==> src/rtl/ttfs_output_decoder.sv <==
// ttfs_output_decoder: latches first-spike ticks of the output-layer neurons,
// resolves the winning class (earliest tick, ties -> lowest class index) and
// ends the run with a one-cycle inference_done_o pulse. An OBI slave port
// exposes status, valid mask and per-class spike times to the host.
// Build option: define TTFS_DECODER_ALL_SPIKES_EN to keep the run going until
// every class has spiked (or timeout) instead of stopping at the first spike.

package ttfs_decoder_pkg;
    typedef struct packed {
        logic        req;
        logic        we;
        logic [31:0] addr;
        logic [31:0] wdata;
        logic [3:0]  be;
    } obi_req_t;

    typedef struct packed {
        logic        gnt;
        logic        rvalid;
        logic [31:0] rdata;
    } obi_rsp_t;
endpackage

// One class slot: holds the valid flag and first-spike tick of one class.
module ttfs_class_slot #(
    parameter int INPUT_RESO = 8
) (
    input  logic                  CLK,
    input  logic                  RSTN,
    input  logic                  clear,
    input  logic                  hit,
    input  logic [INPUT_RESO-1:0] tick,
    output logic                  valid,
    output logic [INPUT_RESO-1:0] spk_time
);
    // first accepted spike wins; a run start wipes the slot
    always_ff @(posedge CLK) begin
        if (!RSTN || clear) begin
            valid    <= 1'b0;
            spk_time <= '0;
        end else if (hit) begin
            valid    <= 1'b1;
            spk_time <= tick;
        end
    end
endmodule

module ttfs_output_decoder #(
    parameter int  M          = 8,
    parameter int  INPUT_RESO = 8,
    parameter int  NUM_OUT    = 10,
    parameter int  OUT_BASE   = 0,
    parameter type req_t      = ttfs_decoder_pkg::obi_req_t,
    parameter type rsp_t      = ttfs_decoder_pkg::obi_rsp_t
) (
    input  logic                  CLK,
    input  logic                  RSTN,
    input  logic                  start_i,
    input  logic [INPUT_RESO-1:0] tick_i,
    input  logic                  next_tick_i,
    input  logic                  spike_i,
    input  logic [M-1:0]          spike_idx_i,
    output logic                  inference_done_o,
    output logic [4:0]            winner_o,
    output logic                  no_spike_o,
    input  req_t                  decoder_slave_req_i,
    output rsp_t                  decoder_slave_resp_o
);
    typedef enum logic [1:0] {IDLE, RUN, DONE} state_t;

    state_t                               state_q, state_d;
    logic [NUM_OUT-1:0]                   valid, hit, acc;
    logic [NUM_OUT-1:0][INPUT_RESO-1:0]   spk_time;
    logic [INPUT_RESO-1:0]                win_time_q;
    logic [4:0]                           cls;
    logic                                 spike_ok, any_acc, timeout, finish;
    logic                                 rvalid_q;
    logic [31:0]                          rdata_q, rd_word;
    logic [5:0]                           word;
    logic                                 unused_req;

    // a spike coincident with a run start belongs to the old run and is dropped
    assign spike_ok = (state_q == RUN) && spike_i && !start_i;
    assign timeout  = (state_q == RUN) && next_tick_i && (tick_i == {INPUT_RESO{1'b1}});

    // decode spike index into a one-hot class hit and its class number
    always_comb begin
        hit = '0;
        cls = '0;
        for (int k = 0; k < NUM_OUT; k++) begin
            if (32'(spike_idx_i) == 32'(OUT_BASE + k)) begin
                hit[k] = 1'b1;
                cls    = 5'(k);
            end
        end
    end

    assign acc     = {NUM_OUT{spike_ok}} & hit & ~valid;
    assign any_acc = |acc;

`ifdef TTFS_DECODER_ALL_SPIKES_EN
    assign finish = timeout || (any_acc && (&(valid | acc)));
`else
    assign finish = timeout || any_acc;
`endif

    for (genvar k = 0; k < NUM_OUT; k++) begin : g_slot
        ttfs_class_slot #(.INPUT_RESO(INPUT_RESO)) u_slot (
            .CLK      (CLK),
            .RSTN     (RSTN),
            .clear    (start_i),
            .hit      (acc[k]),
            .tick     (tick_i),
            .valid    (valid[k]),
            .spk_time (spk_time[k])
        );
    end

    // next-state: start always (re)enters RUN, finish closes a run
    always_comb begin
        state_d = state_q;
        case (state_q)
            RUN:     if (finish) state_d = DONE;
            IDLE,
            DONE:    state_d = state_q;
            default: state_d = IDLE;
        endcase
        if (start_i) state_d = RUN;
    end

    // state, done pulse, winner tracking and no-spike flag
    always_ff @(posedge CLK) begin
        if (!RSTN) begin
            state_q          <= IDLE;
            inference_done_o <= 1'b0;
            winner_o         <= '0;
            win_time_q       <= '0;
            no_spike_o       <= 1'b0;
        end else begin
            state_q          <= state_d;
            inference_done_o <= (state_q == RUN) && (state_d == DONE);
            if (start_i) begin
                winner_o   <= '0;
                win_time_q <= '0;
                no_spike_o <= 1'b0;
            end else begin
                // first accept claims the win; an equal-tick lower class steals it
                if (any_acc && ((valid == '0) || ((tick_i == win_time_q) && (cls < winner_o)))) begin
                    winner_o   <= cls;
                    win_time_q <= tick_i;
                end
                if (timeout) no_spike_o <= ((valid | acc) == '0);
            end
        end
    end

    assign word = decoder_slave_req_i.addr[7:2];

    // host-visible word map: status, mask, then one time word per class
    always_comb begin
        rd_word = '0;
        if (word == 6'd0) begin
            rd_word = {(state_q == DONE), no_spike_o, 25'b0, winner_o};
        end else if (word == 6'd1) begin
            rd_word = 32'(valid);
        end else begin
            for (int k = 0; k < NUM_OUT; k++) begin
                if (32'(word) == 32'(k + 2)) rd_word = 32'(spk_time[k]);
            end
        end
    end

    // response beat one cycle after grant; writes return zero
    always_ff @(posedge CLK) begin
        if (!RSTN) begin
            rvalid_q <= 1'b0;
            rdata_q  <= '0;
        end else begin
            rvalid_q <= decoder_slave_req_i.req;
            if (decoder_slave_req_i.req) rdata_q <= decoder_slave_req_i.we ? 32'h0 : rd_word;
        end
    end

    // grant is immediate, the slave never stalls
    always_comb begin
        decoder_slave_resp_o        = '0;
        decoder_slave_resp_o.gnt    = decoder_slave_req_i.req;
        decoder_slave_resp_o.rvalid = rvalid_q;
        decoder_slave_resp_o.rdata  = rdata_q;
    end

    assign unused_req = ^{decoder_slave_req_i.wdata, decoder_slave_req_i.be,
                          decoder_slave_req_i.addr[31:8], decoder_slave_req_i.addr[1:0]};
endmodule

==> config.mk <==
export PLATFORM = sky130hd
export DESIGN_NAME = ttfs_output_decoder
export DESIGN_NICKNAME = d
export VERILOG_FILES = /design/src/rtl/ttfs_output_decoder.sv
export SDC_FILE = /design/constraint.sdc
export NUM_CORES = 1
export LEC_CHECK = 0
export BUFFER_PORTS_ARGS = -buffer_cell sky130_fd_sc_hd__buf_2
export CAP_MARGIN = 20
export CORE_MARGIN = 2
export CORE_UTILIZATION = 40
export CTS_CLUSTER_SIZE = 20
export DETAILED_ROUTE_END_ITERATION = 8
export PLACE_DENSITY = 0.6
export SLEW_MARGIN = 20
export SYNTH_ARGS = -nofsm -noshare
export SYNTH_HDL_FRONTEND = slang
export SYNTH_SLANG_ARGS = --single-unit
export TNS_END_PERCENT = 1
==> constraint.sdc <==
create_clock -name CLK -period 3.5 [get_ports CLK]
set_input_delay 0.35 -clock CLK [delete_from_list [all_inputs] [get_ports CLK]]
set_output_delay 0.35 -clock CLK [all_outputs]
set_load 0.05 [all_outputs]
# Word-level counts from Yosys, hierarchy flattened
# Index checks and enable logic that the tools add are counted.
[word_totals]
in_bits = 91
ff_bits = 140
output_inout_bits = 41
wordCells = 113
[op_classes]
bitwise_logic = 5
reduce_logical = 20
mux = 35
n_lt_le_gt_ge = 1
eq_ne = 25
[op_table]
columns = ["cell", "count"]
rows = [
  ["2-to-1 mux 32 bit", 12],
  ["2-to-1 mux 5 bit", 8],
  ["== test 8 x 3 -> 1 bit (second input constant)", 4],
  ["== test 6 x 3 -> 1 bit (second input constant)", 4],
  ["== test 6 x 4 -> 1 bit (second input constant)", 4],
  ["bitwise AND 10 bit", 2],
  ["logical NOT 10 bit", 2],
  ["== test 8 x 2 -> 1 bit (second input constant)", 2],
  ["== test 8 x 4 -> 1 bit (second input constant)", 2],
  ["== test 6 x 2 -> 1 bit (second input constant)", 2],
  ["2-to-1 mux 1 bit", 11],
  ["NOT 10 bit", 1],
  ["OR 10 bit", 1],
  ["OR reduction 10 bit", 1],
  ["== test 8 x 1 -> 1 bit (second input constant)", 1],
  ["== test 8 bit", 1],
  ["== test 8 bit (second input constant)", 1],
  ["logical NOT 8 bit", 1],
  ["2-to-1 mux 8 bit", 1],
  ["logical AND 1 bit", 7],
  ["== test 6 x 1 -> 1 bit (second input constant)", 1],
  ["logical NOT 6 bit", 1],
  ["less-than comparator 5 bit", 1],
  ["== test 2 bit (second input constant)", 2],
  ["8 further kinds", 13],
]

# Logic depth before layout (Yosys ltp)
[depth]
depth_word = 14
depth_mapped = 12

# Cells and area by module
# A second synthesis with hierarchy kept.
[hier_totals]
cells_unflattened = 671
area_unflattened_um2 = 5934.4
[modules_own_cells]
columns = ["mod", "area_each_um2", "cells_per_inst", "seq_area_each_um2", "instances"]
rows = [
  ["ttfs_class_slot", 320.3, 30, 180.2, 10],
  ["ttfs_output_decoder", 2731.4, 371, 580.6, 1],
]

# Worst setup path after synthesis
# Ideal clock, no wire load.
[synth_path]
path_kind = "in2reg"
start = "input port spike_idx_i[5]"
end = "register win_time_q[0]"
path_slack_ps = 613
setup_time_ps = 72
arrival_ps = 2815
cell_stages = 11
n_path_buf = 2
path_cell_list = "or4_4 or3_1 buf_2 inv_1 ha_1 a311oi_1 nand4_1 o31ai_1 o21a_4 buf_12 mux2i_1"
[synth_rtl]
columns = ["item", "line_no", "rtl"]
rows = [
  ["start, declared", "62", "input logic [M-1:0] spike_idx_i,"],
  ["== test 8 x 2 -> 1 bit", "91", "if (32'(spike_idx_i) == 32'(OUT_BASE + k)) begin"],
  ["2-to-1 mux 5 bit (6 in a row)", "91", ""],
  ["2-to-1 mux 5 bit (*)", "91", ""],
  ["net cls[2]", "75", "logic [4:0] cls;"],
  ["less-than comparator 5 bit (*)", "148", "if (any_acc && ((valid == '0) || ((tick_i == win_time_q) && (cls < winner_o)))) begin"],
  ["logical AND 1 bit (*)", "148", ""],
  ["logical OR 1 bit (*)", "148", ""],
  ["logical AND 1 bit (*)", "148", ""],
  ["end signal, assigned", "150", "win_time_q <= tick_i;"],
  ["end, declared", "74", "logic [INPUT_RESO-1:0] win_time_q;"],
]
# The timed path passes the listed nets; every way through them passes the cells marked *.
# A chain may end at the register's enable or synchronous reset.

# Final worst setup path
[layout_path]
start = "input port spike_idx_i[5]"
end = "register win_time_q[4]"
# The elaborated chain is that of the path after synthesis.

==> impl_metrics.tcl <==
set metrics [dict create \
    outcome "finished, final reports clean" \
    io_pins 132 \
    ys_ff_latch 119 \
    cts_setup_buffers 0 \
    core_sq_um 14400 \
    skew_ps 5.25 \
    layout_min_cycle_time_ps 2760 \
    drc 0 \
    fmax_ghz 0.362 \
    clock_path_buffers 2 \
    critPathKind "primary input to register" \
    ant_nets 0 \
    fillers 1395 \
    yosysMostFrequentCell "dfxtp_1" \
    reg2regPathDepth 6 \
    end_kind "register" \
    final_util 0.469 \
    reg2reg_to "win_time_q[4]" \
    rr_startpoint "state_q[1]" \
    setup_viol 0 \
    max_slew.worst_pin.slew_ps 780 \
    synth_area_leaders "dfxtp_1 41%, mux2i_1 11%, nand2_1 7.5%" \
    min_path_cells 2 \
    setup_tns_ps 0 \
    drive_gt1_frac 0.149 \
    initialDrtViolationCount 460 \
    post-dp-hpwl_mm 11.3 \
    clk_pin_slew_ps 50 \
    num_vias 5166 \
    critPathLaunchType "primary input" \
    cts.repair.resized 0 \
    yosysWarnings 0 \
    std_cell_rows 44 \
    synth_commonest_cells "119 x dfxtp_1, 116 x nand2_1, 75 x nor2_1, 62 x mux2i_1, 60 x a21oi_1" \
    htree_levels 4 \
    seq_area_frac_synth 0.410 \
    die_y_um 125 \
    wl_per_cell_um 17.7 \
    finalCritPeriodShare 0.789 \
    drv_slew 0 \
    holdPathEnd "state_q[0]" \
    crit_required_ps 3840 \
    netlist_instances 703 \
    first_pass_iters 5 \
    arrival_ps 3110 \
    fp.dieW_um 125 \
    synthToLayoutAreaGrowth_pct 15.9 \
    p_leak_nw 2.62 \
    initial_utilization 0.404 \
    powerDensity_nw_per_um2 528 \
    synth_top_cell_area_share 0.410 \
    gp_congestion 0.887 \
    avgViaCountPerCell 5.59 \
    worstHoldPathType "primary input to register" \
    synth_flop_cell "dfxtp_1" \
    antenna_found_initial 0 \
    maxCapViolations 0 \
    synth_area_sq_um 5810 \
    holdBufCountCts 0 \
    track_usage 0.214 \
    async_flop_share 0 \
    yosys.area.top_type "dfxtp_1" \
    nNetsFinal 821 \
    totalWireLength_mm 16.4 \
    grt_pass1_vias 4887 \
    cpMaxStageDelayCell "or4_4" \
    diodes 0 \
    die_area_sq_um 15500 \
    vdd_drop_max_mv 0.355 \
    synth-edff-count 0 \
    root_buffer "clkbuf_16" \
    cts_tree "yes" \
    worstHoldStart "start_i" \
    tritoncts.num_buffers 17 \
    path_max_fanout 12 \
    insertion_delay_ps 420 \
    cts_sinks 119 \
    rsz0062_at_grt "false" \
    cpPeakStageDelay_ps 570 \
    avgSynthCellArea_sq_um 8.26 \
    synth_cell_types 61 \
    grt_pass1_wl_mm 26.2 \
    grt_overflow 0 \
    crit_chain "buf_2 -> or4_4 -> or3_1 -> inv_1 -> ha_1 -> a311oi_1 -> nand4_1 -> o31ai_1 -> o21a_4 -> mux2i_1" \
    relSlewSlack 0.480 \
    final-hold-violation-count 0 \
    ff2ff_setup_slack_ps 1180 \
    portBuffers 48 \
    grt_start_max_net_pins 39 \
]
[layout by cell type, fill, tap and decap left out, types with 3 or more instances in the layout]
master       n
a21oi_1     60
a222oi_1     5
a22oi_1      7
a2bb2oi_1    3
a311oi_1     3
a31oi_1     12
and3_1       4
buf_2       48
buf_4       13
bufinv_16    5
clkbuf_1     3
clkbuf_16   17
clkbuf_8     5
conb_1      21
dfxtp_1    119
ha_1         3
inv_1       13
mux2_2       4
mux2i_1     62
nand2_1    116
nand2b_1     5
nand3_1     15
nand4_1      3
nor2_1      75
nor2b_1      6
nor3_1       7
nor4_1       6
o211ai_1     3
o21ai_0     20
o221ai_1     5
o22ai_1      5
o2bb2ai_1    5
or3_1        8
or4_1        8
xnor2_1      6
[flip-flops by register name, summed over array words and instances, names as in the netlist]
name	count
g_slot.u_slot.spk_time	80
rdata_q	12
g_slot.u_slot.valid	10
win_time_q	8
winner_o	4
state_q	2
inference_done_o	1
no_spike_o	1
rvalid_q	1
[cell families (layout without fill, tap and decap cells)]
| family | after synthesis | in the layout | synth area share |
|---|---|---|---|
| buffers and inverters | 90 | 107 | 0.0769 |
| AND/OR/NAND/NOR | 268 | 268 | 0.215 |
| XOR/XNOR | 8 | 8 | 0.0121 |
| multiplexers | 67 | 67 | 0.118 |
| other | 1 | 21 | 0.000646 |
| flip-flops | 119 | 119 | 0.410 |
| AO/OA/AOI/OAI | 147 | 147 | 0.161 |
| adder cells (fa/ha/maj) | 3 | 3 | 0.00646 |
[power by group]
group | total (W) | switching, W | internal [W]
clock network | 0.00197 | 0.000613 | 0.00136
registers | 0.00136 | 0.00000118 | 0.00136
logic | 0.000225 | 0.000178 | 0.0000474
[layout make-up]
class / instances / area [sq um] / area share
Tap cell: 184 / 230 / 0.0342
Clock buffer: 25 / 505 / 0.0751
Clock inverter: 7 / 163 / 0.0242
Sequential cell: 119 / 2380 / 0.354
Multi-Input combinational cell: 514 / 3060 / 0.455
Timing Repair Buffer: 61 / 338 / 0.0502
Inverter: 14 / 52.6 / 0.00780
[routing by layer]
layer / up-vias / share of wire / track usage
met5: - / 0 / 0
met4: 0 / 0.033 / 0.105
met3: 30 / 0.051 / 0.0438
met2: 177 / 0.46 / 0.336
met1: 2490 / 0.45 / 0.280
li1: 2469 / - / -
[stage by stage]
stage               area [sq um]  setup WS, ps  std cells  total power (W)  hold WS (ps)
finish                      6740           737        924          0.00355           194
global route                6740           660        924          0.00366           193
CTS                         6740           767        924          0.00357           182
detailed placement          6070           376        892          0.00161           440
global placement            6070           392        892          0.00161           435
floorplan                   5880           613        723          0.00157           427
[worst max path at each step]
stage	from	cells after the start	endpoint	slack, ps
floorplan	spike_idx_i[5]	11	win_time_q[0]	610
global placement	spike_idx_i[5]	10	winner_o[1]	390
detailed placement	spike_idx_i[5]	10	winner_o[3]	380
CTS	spike_idx_i[5]	10	winner_o[3]	770
global route	spike_idx_i[5]	10	win_time_q[4]	660
finish	spike_idx_i[5]	10	win_time_q[4]	740
[critical path, delay by kind of cell]
| family | cells | cell delay [ps] |
|---|---|---|
| compound gates | 3 | 920 |
| fa+ha+maj | 1 | 270 |
| buf+inv | 2 | 270 |
| mux | 1 | 230 |
| simple gates | 3 | 1050 |
No activity file was read; power rests on OpenSTA's default activity.
